==> src/rtl/and_truth_table_sequencer.sv <==
// Stimulus/check stage for a two-input AND gate: walks {a,b} through 00,01,10,11,
// holds each vector HOLD_CYCLES clocks, samples c_in and tallies mismatches.
module and_truth_table_sequencer #(
  parameter int unsigned HOLD_CYCLES = 4
) (
  input  logic       clk,
  input  logic       rst,
  input  logic       start,
  input  logic       c_in,
  output logic       a_out,
  output logic       b_out,
  output logic       busy,
  output logic       done,
  output logic       pass,
  output logic [3:0] result,
  output logic [2:0] err_count
);

  typedef enum logic [1:0] {StIdle, StApply, StDone} state_e;

  localparam logic [7:0] HoldLast = 8'(HOLD_CYCLES - 1);

  state_e      state_q, state_d;
  logic [1:0]  vec_q, vec_d;
  logic [7:0]  hold_q, hold_d;
  logic        a_q, a_d, b_q, b_d;
  logic        busy_q, busy_d, done_q, done_d, pass_q, pass_d;
  logic [3:0]  result_q, result_d;
  logic [2:0]  err_q, err_d;

  logic        mismatch;
  logic [2:0]  err_inc;
  logic [1:0]  vec_next;

  assign mismatch = c_in != (vec_q[1] & vec_q[0]);
  assign err_inc  = err_q + {2'b00, mismatch};
  assign vec_next = vec_q + 2'd1;

  always_comb begin
    state_d  = state_q;
    vec_d    = vec_q;
    hold_d   = hold_q;
    a_d      = a_q;
    b_d      = b_q;
    busy_d   = busy_q;
    done_d   = done_q;
    pass_d   = pass_q;
    result_d = result_q;
    err_d    = err_q;
    case (state_q)
      StIdle, StDone: begin
        // A start from DONE restarts exactly like one from IDLE.
        if (start) begin
          state_d  = StApply;
          busy_d   = 1'b1;
          done_d   = 1'b0;
          pass_d   = 1'b0;
          vec_d    = 2'd0;
          hold_d   = 8'd0;
          a_d      = 1'b0;
          b_d      = 1'b0;
          result_d = 4'b0000;
          err_d    = 3'd0;
        end
      end
      StApply: begin
        if (hold_q == HoldLast) begin
          hold_d           = 8'd0;
          result_d[vec_q]  = c_in;
          err_d            = err_inc;
          if (vec_q != 2'd3) begin
            vec_d = vec_next;
            a_d   = vec_next[1];
            b_d   = vec_next[0];
          end else begin
            state_d = StDone;
            busy_d  = 1'b0;
            done_d  = 1'b1;
            pass_d  = (err_inc == 3'd0);
            a_d     = 1'b0;
            b_d     = 1'b0;
          end
        end else begin
          hold_d = hold_q + 8'd1;
        end
      end
      default: state_d = StIdle;
    endcase
  end

  always_ff @(posedge clk or posedge rst) begin
    if (rst) begin
      state_q  <= StIdle;
      vec_q    <= 2'd0;
      hold_q   <= 8'd0;
      a_q      <= 1'b0;
      b_q      <= 1'b0;
      busy_q   <= 1'b0;
      done_q   <= 1'b0;
      pass_q   <= 1'b0;
      result_q <= 4'b0000;
      err_q    <= 3'd0;
    end else begin
      state_q  <= state_d;
      vec_q    <= vec_d;
      hold_q   <= hold_d;
      a_q      <= a_d;
      b_q      <= b_d;
      busy_q   <= busy_d;
      done_q   <= done_d;
      pass_q   <= pass_d;
      result_q <= result_d;
      err_q    <= err_d;
    end
  end

  assign a_out     = a_q;
  assign b_out     = b_q;
  assign busy      = busy_q;
  assign done      = done_q;
  assign pass      = pass_q;
  assign result    = result_q;
  assign err_count = err_q;

endmodule

==> config.mk <==
export PLATFORM = sky130hd
export DESIGN_NAME = and_truth_table_sequencer
export DESIGN_NICKNAME = d
export VERILOG_FILES = /design/src/rtl/and_truth_table_sequencer.sv
export SDC_FILE = /design/constraint.sdc
export NUM_CORES = 1
export LEC_CHECK = 0
export ABC_AREA = 1
export ABC_CLOCK_PERIOD_IN_PS = 4200
export CORE_MARGIN = 1.5
export CORE_UTILIZATION = 58
export CTS_CLUSTER_SIZE = 20
export DETAILED_ROUTE_END_ITERATION = 12
export PLACE_DENSITY = 0.83
export SYNTH_ARGS = -nofsm -noshare
export SYNTH_HDL_FRONTEND = slang
export SYNTH_SLANG_ARGS = --single-unit
export TNS_END_PERCENT = 30
==> constraint.sdc <==
create_clock -name clk -period 4.2 [get_ports clk]
set_clock_uncertainty 0.2 [all_clocks]
set_input_delay 0.42 -clock clk [delete_from_list [all_inputs] [get_ports clk]]
set_output_delay 0.42 -clock clk [all_outputs]
set_load 0.01 [all_outputs]
== Yosys cells after proc, flatten, opt, wreduce, memory -nomap -nowiden ==
Cells that the tools add are included.
Word-level totals
  flip-flop bits (word level): 24
  input bits: 4
  output and inout bits: 12
  logic and storage cells: 72
Cells by class
  add/sub/neg operators: 3
  order comparisons: 2
  equality and inequality tests: 9
  mux-type cells: 37
  bitwise operators: 1
  reduce and logical (&&, ||, !) cells: 10
Operators by type and width (count)
  $mux W8: 2
  $pmux W8 S2: 1
  $mux W1: 13
  $mux W2: 6
  $ne A2 B2 Y1 const B: 5
  $pmux W1 S2: 5
  $add A8 B1 Y8 const B: 1
  $eq A8 B2 Y1 const B: 1
  $mux W4: 2
  $pmux W2 S2: 2
  $pmux W4 S2: 1
  $reduce_and A4 Y1: 2
  $mux W3: 2
  $pmux W3 S2: 1
  $reduce_and A3 Y1: 2
  $bwmux W4: 1
  $add A3 B1 Y3: 1
  $logic_not A3 Y1: 1
  $lt A2 B3 Y1 const B: 1
  $add A2 B1 Y2 const B: 1
  $demux W1 S2: 1
  $eq A2 B1 Y1 const B: 1
  $eq A2 B2 Y1 const B: 1
  $ge A2 B1 Y1 const B: 1
  other kinds (7): 7

== Depth between registers and ports, before layout ==
  word-level depth: 7
  depth in mapped cells: 10

== Worst setup path after synthesis ==
OpenSTA, ideal clock, no wires.
  path kind: reg-to-reg
  start point: register vec_q[0]
  end point: register pass_q, in the netlist pass
  setup time: 0.066 ns
  data arrival time: 1.728 ns
  slack: 2.206 ns
  cell stages (with the launch flop): 10
  buffers on the path: 0
  period minus slack after synthesis: 1.994 ns
  cell sequence: dfrtp_1 > ha_1 > ha_1 > ha_1 > ha_1 > nor2_1 > nand2_1 > nor2_1 > nand4_1 > nand2_1
On the way
  word-level cells in the longest chain between the ends: 7
  elaborated cells on any way between the ends: 10
  classes of those cells: add/sub: 1; eq/ne: 3; mux: 3; bitwise: 1; reduce/logical: 2
RTL lines
  start, declared: RTL line 24  | logic [1:0] vec_q, vec_d;
  start signal, assigned: RTL line 105  | vec_q <= vec_d;
  $and A1 B1 Y1: RTL line 35  | assign mismatch = c_in != (vec_q[1] & vec_q[0]);
  $ne A1 B1 Y1: RTL line 35
  $add A3 B1 Y3: RTL line 36  | assign err_inc = err_q + {2'b00, mismatch};
  $logic_not A3 Y1: RTL line 79  | pass_d = (err_inc == 3'd0);
  $mux W1: RTL line 71  | if (vec_q != 2'd3) begin
  $mux W1: RTL line 67  | if (hold_q == HoldLast) begin
  $pmux W1 S2: RTL line 50  | case (state_q)
  end signal, assigned: RTL line 111  | pass_q <= pass_d;
  end, declared: RTL line 27  | logic busy_q, busy_d, done_q, done_d, pass_q, pass_d;
Several ways; a longest one is shown, not always the timed one. The select of a mux whose other input is x is not followed.
A chain may end at the register's enable or synchronous reset.

== Worst setup path in the final report ==
Same ends and word-level chain as after synthesis.

==> summary.md <==
| Metric | Value |
|---|---|
| Status | finished clean |
| Layout fillers | around 180 |
| Via count | 1152 |
| Top post-synthesis cells by area | dfrtp_1, nand2_1, nand3_1, ha_1, inv_1 |
| TritonCTS Buffers | 3 |
| Layout cells sized above 1 | approximately 5.6% |
| Max Cap Viol | 0 |
| Crit end category | register |
| Detail Placement HPWL | around 2000 um |
| Crit path launch type | register |
| First-pass GRT wire length | between 4000 and 5000 um |
| WL/cell | between 10 and 15 um |
| All-Layer GR Usage | about a quarter |
| Reg clk slew, reported paths | approximately 0.13 ns |
| Num rows | 17 |
| Drt drc | 0 |
| CP max FO | 4 |
| Chip width | 50.6 um |
| Cell Area, Synth | about 1300 um^2 |
| Power Density | 590 nW/um^2 |
| YS warnings | 0 |
| Insertion delay to the later sink of the worst-skew pair | 0.32 ns |
| Overall Power | ~890 uW |
| Period utilisation layout | a little over half |
| Async SR Flop Fraction | 100% |
| Slew Limit Headroom | between 30% and 40% |
| Util after Layout | roughly 70% |
| Final setup vio count | 0 |
| IO buf count | 15 |
| Final Hold Fails | 0 |
| Die ar. | about 2600 um^2 |
| Hold_buf cts | 0 |
| Final Wtd Congestion | roughly 0.84 |
| Mapped Cells | roughly 160 |
| Post-synth EDFFs | 0 |
| Syn nets | 176 |
| Cell variety after synth | 20 |
| Starting Density | between 60 and 70% |
| Setup TNS | 0 ns |
| CP Class | register to register |
| Yosys top cell area share | roughly 46% |
| Pin count of the biggest net entering global routing | 25 |
| CTS sink cnt | 24 |
| Critical Path RT | roughly 4.3 ns |
| Initial antenna violation count | 0 |
| CTS resizes | 0 |
| 1st-pass router iterations | 4 |
| Most common cell in the netlist | nand2_1 |
| Routed Antenna Nets | 0 |
| Seq cells post-synth | 24 |
| Clk root buf | clkbuf_4 |
| Worst vdd ir | around 430 uV |
| CTS tree | done |
| Register area share after synthesis | between 40% and 50% |
| Hold Path Class | register to register |
| Vias in the first global route | 1116 |
| Unrepaired setup endpoints after global routing | false |
| Max Freq | ~0.45 GHz |
| # diodes | 0 |
| H-tree levels | 1 |
| I/O pin count | 16 |
| Post-CTS setup buffer count | 0 |
| Total wire length | approximately 2700 um |
| Placeable Area | ~2200 um^2 |
| Leading area contributor after synthesis | dfrtp_1 |
| Final net count | a little under 200 |
| Fin crit period | 2.21 ns |
| Area grow syn2layout | 15.3% |
| GRT overflow | 0 |
| Clock buffer depth | 2 |
| Post-DR vias/cell | approximately 5.5 |
| Leak | about 0.78 nW |
| Slew @ Worst Pin | approximately 0.90 ns |
| Primary FF master, synth | dfrtp_1 |
| DR iter-0 viols | 20 |
| Die Y | about 51 um |
| Synth top cells by count | nand2_1, nand3_1, dfrtp_1 |
| Max-slew violations | 0 |
| CP Data Arrival Time | ~2.3 ns |
| Mean post-synth cell area | 8.02 um^2 |
[report_power, final]
part	internal [mW]	total, mW	switching (mW)
sequential	0.299	0.355	0.0565
combinational	0.169	0.415	0.246
clock	0.0530	0.124	0.0713
[final cells by class]
cell class / count / area, um^2 / area share [%]
Multi-Input combinational cell: 118 / 623 / 41.1
Timing Repair Buffer: 15 / 150 / 9.90
Tap cell: 28 / 35.0 / 2.31
Clock buffer: 4 / 36.3 / 2.39
Inverter: 19 / 71.3 / 4.70
Sequential cell: 24 / 601 / 39.6
[registers in the layout (all words and copies together), names as in the netlist]
name and cells:
hold_q 8, result 4, err_count 3, state_q 2, vec_q 2, a_out 1
b_out 1, busy 1, done 1, pass 1
[final timing paths]
check                       endpoint  cells after the start  slack [ns]       from
max                             pass                      9        1.99   vec_q[0]
min reg2reg                result[0]                      2        0.29  result[0]
min in group asynchronous  hold_q[5]                      2        0.37        rst
min                        result[0]                      2        0.29  result[0]
max reg2reg                     pass                      9        1.99   vec_q[0]
max in group asynchronous  hold_q[1]                      2        2.87        rst
[cell families (layout without fill, tap and decap cells)]
| logic type | count (synthesis) | after routing | share of synthesized area (%) |
|---|---|---|---|
| AO/OA/AOI/OAI | 9 | 9 | 3.71 |
| AND/OR/NAND/NOR | 98 | 98 | 34.1 |
| buffers and inverters | 22 | 38 | 6.95 |
| flip-flops | 24 | 24 | 45.7 |
| XOR/XNOR | 3 | 3 | 2.00 |
| adder cells (fa/ha/maj) | 8 | 8 | 7.61 |
[metal layers]
metal  vias up  global-route usage (%)  share of wire (%)
met4         0                    9.46                2.0
met5         -                       0                  0
met2        27                    44.1                 50
met1       554                    31.3                 44
li1        564                       -                  -
met3         7                    3.87                4.3
[cells in the final DEF, fill, tap and decap left out]
cell type        netlist  layout
clkdlybuf4s50_1        0      15
o22ai_1                3       3
clkbuf_8               0       1
or2_2                  1       1
nand2_2                1       1
inv_1                 17      17
dfrtp_1               24      24
ha_1                   8       8
nor2_1                12      12
nor2_4                 2       2
xor2_1                 2       2
o21ai_0                6       6
inv_2                  2       2
clkbuf_4               0       3
nand3_1               27      27
nand2_1               44      44
xnor2_1                1       1
nor3_1                 1       1
or2_0                  2       2
nand4_1                8       8
[worst max-delay path, cell delays in order (launching register included)]
cell and delay [ns]:
dfrtp_1 0.44, ha_1 0.26, ha_1 0.29, ha_1 0.18, ha_1 0.29, nor2_1 0.11
nand2_1 0.06, nor2_1 0.12, nand4_1 0.11, nand2_1 0.09
[per-stage QoR]
stage | hold WS (ns) | cell area [um^2] | cells | setup WS, ns
after floorplan | 0.235 | 1320 | 164 | 2.21
after CTS | 0.295 | 1520 | 208 | 2.01
after global routing | 0.306 | 1520 | 208 | 1.85
final | 0.291 | 1520 | 208 | 1.99
after detailed placement | 0.263 | 1480 | 204 | 1.78
after global placement | 0.258 | 1480 | 204 | 1.84
Note: power is estimated with default switching activity, not from simulation.
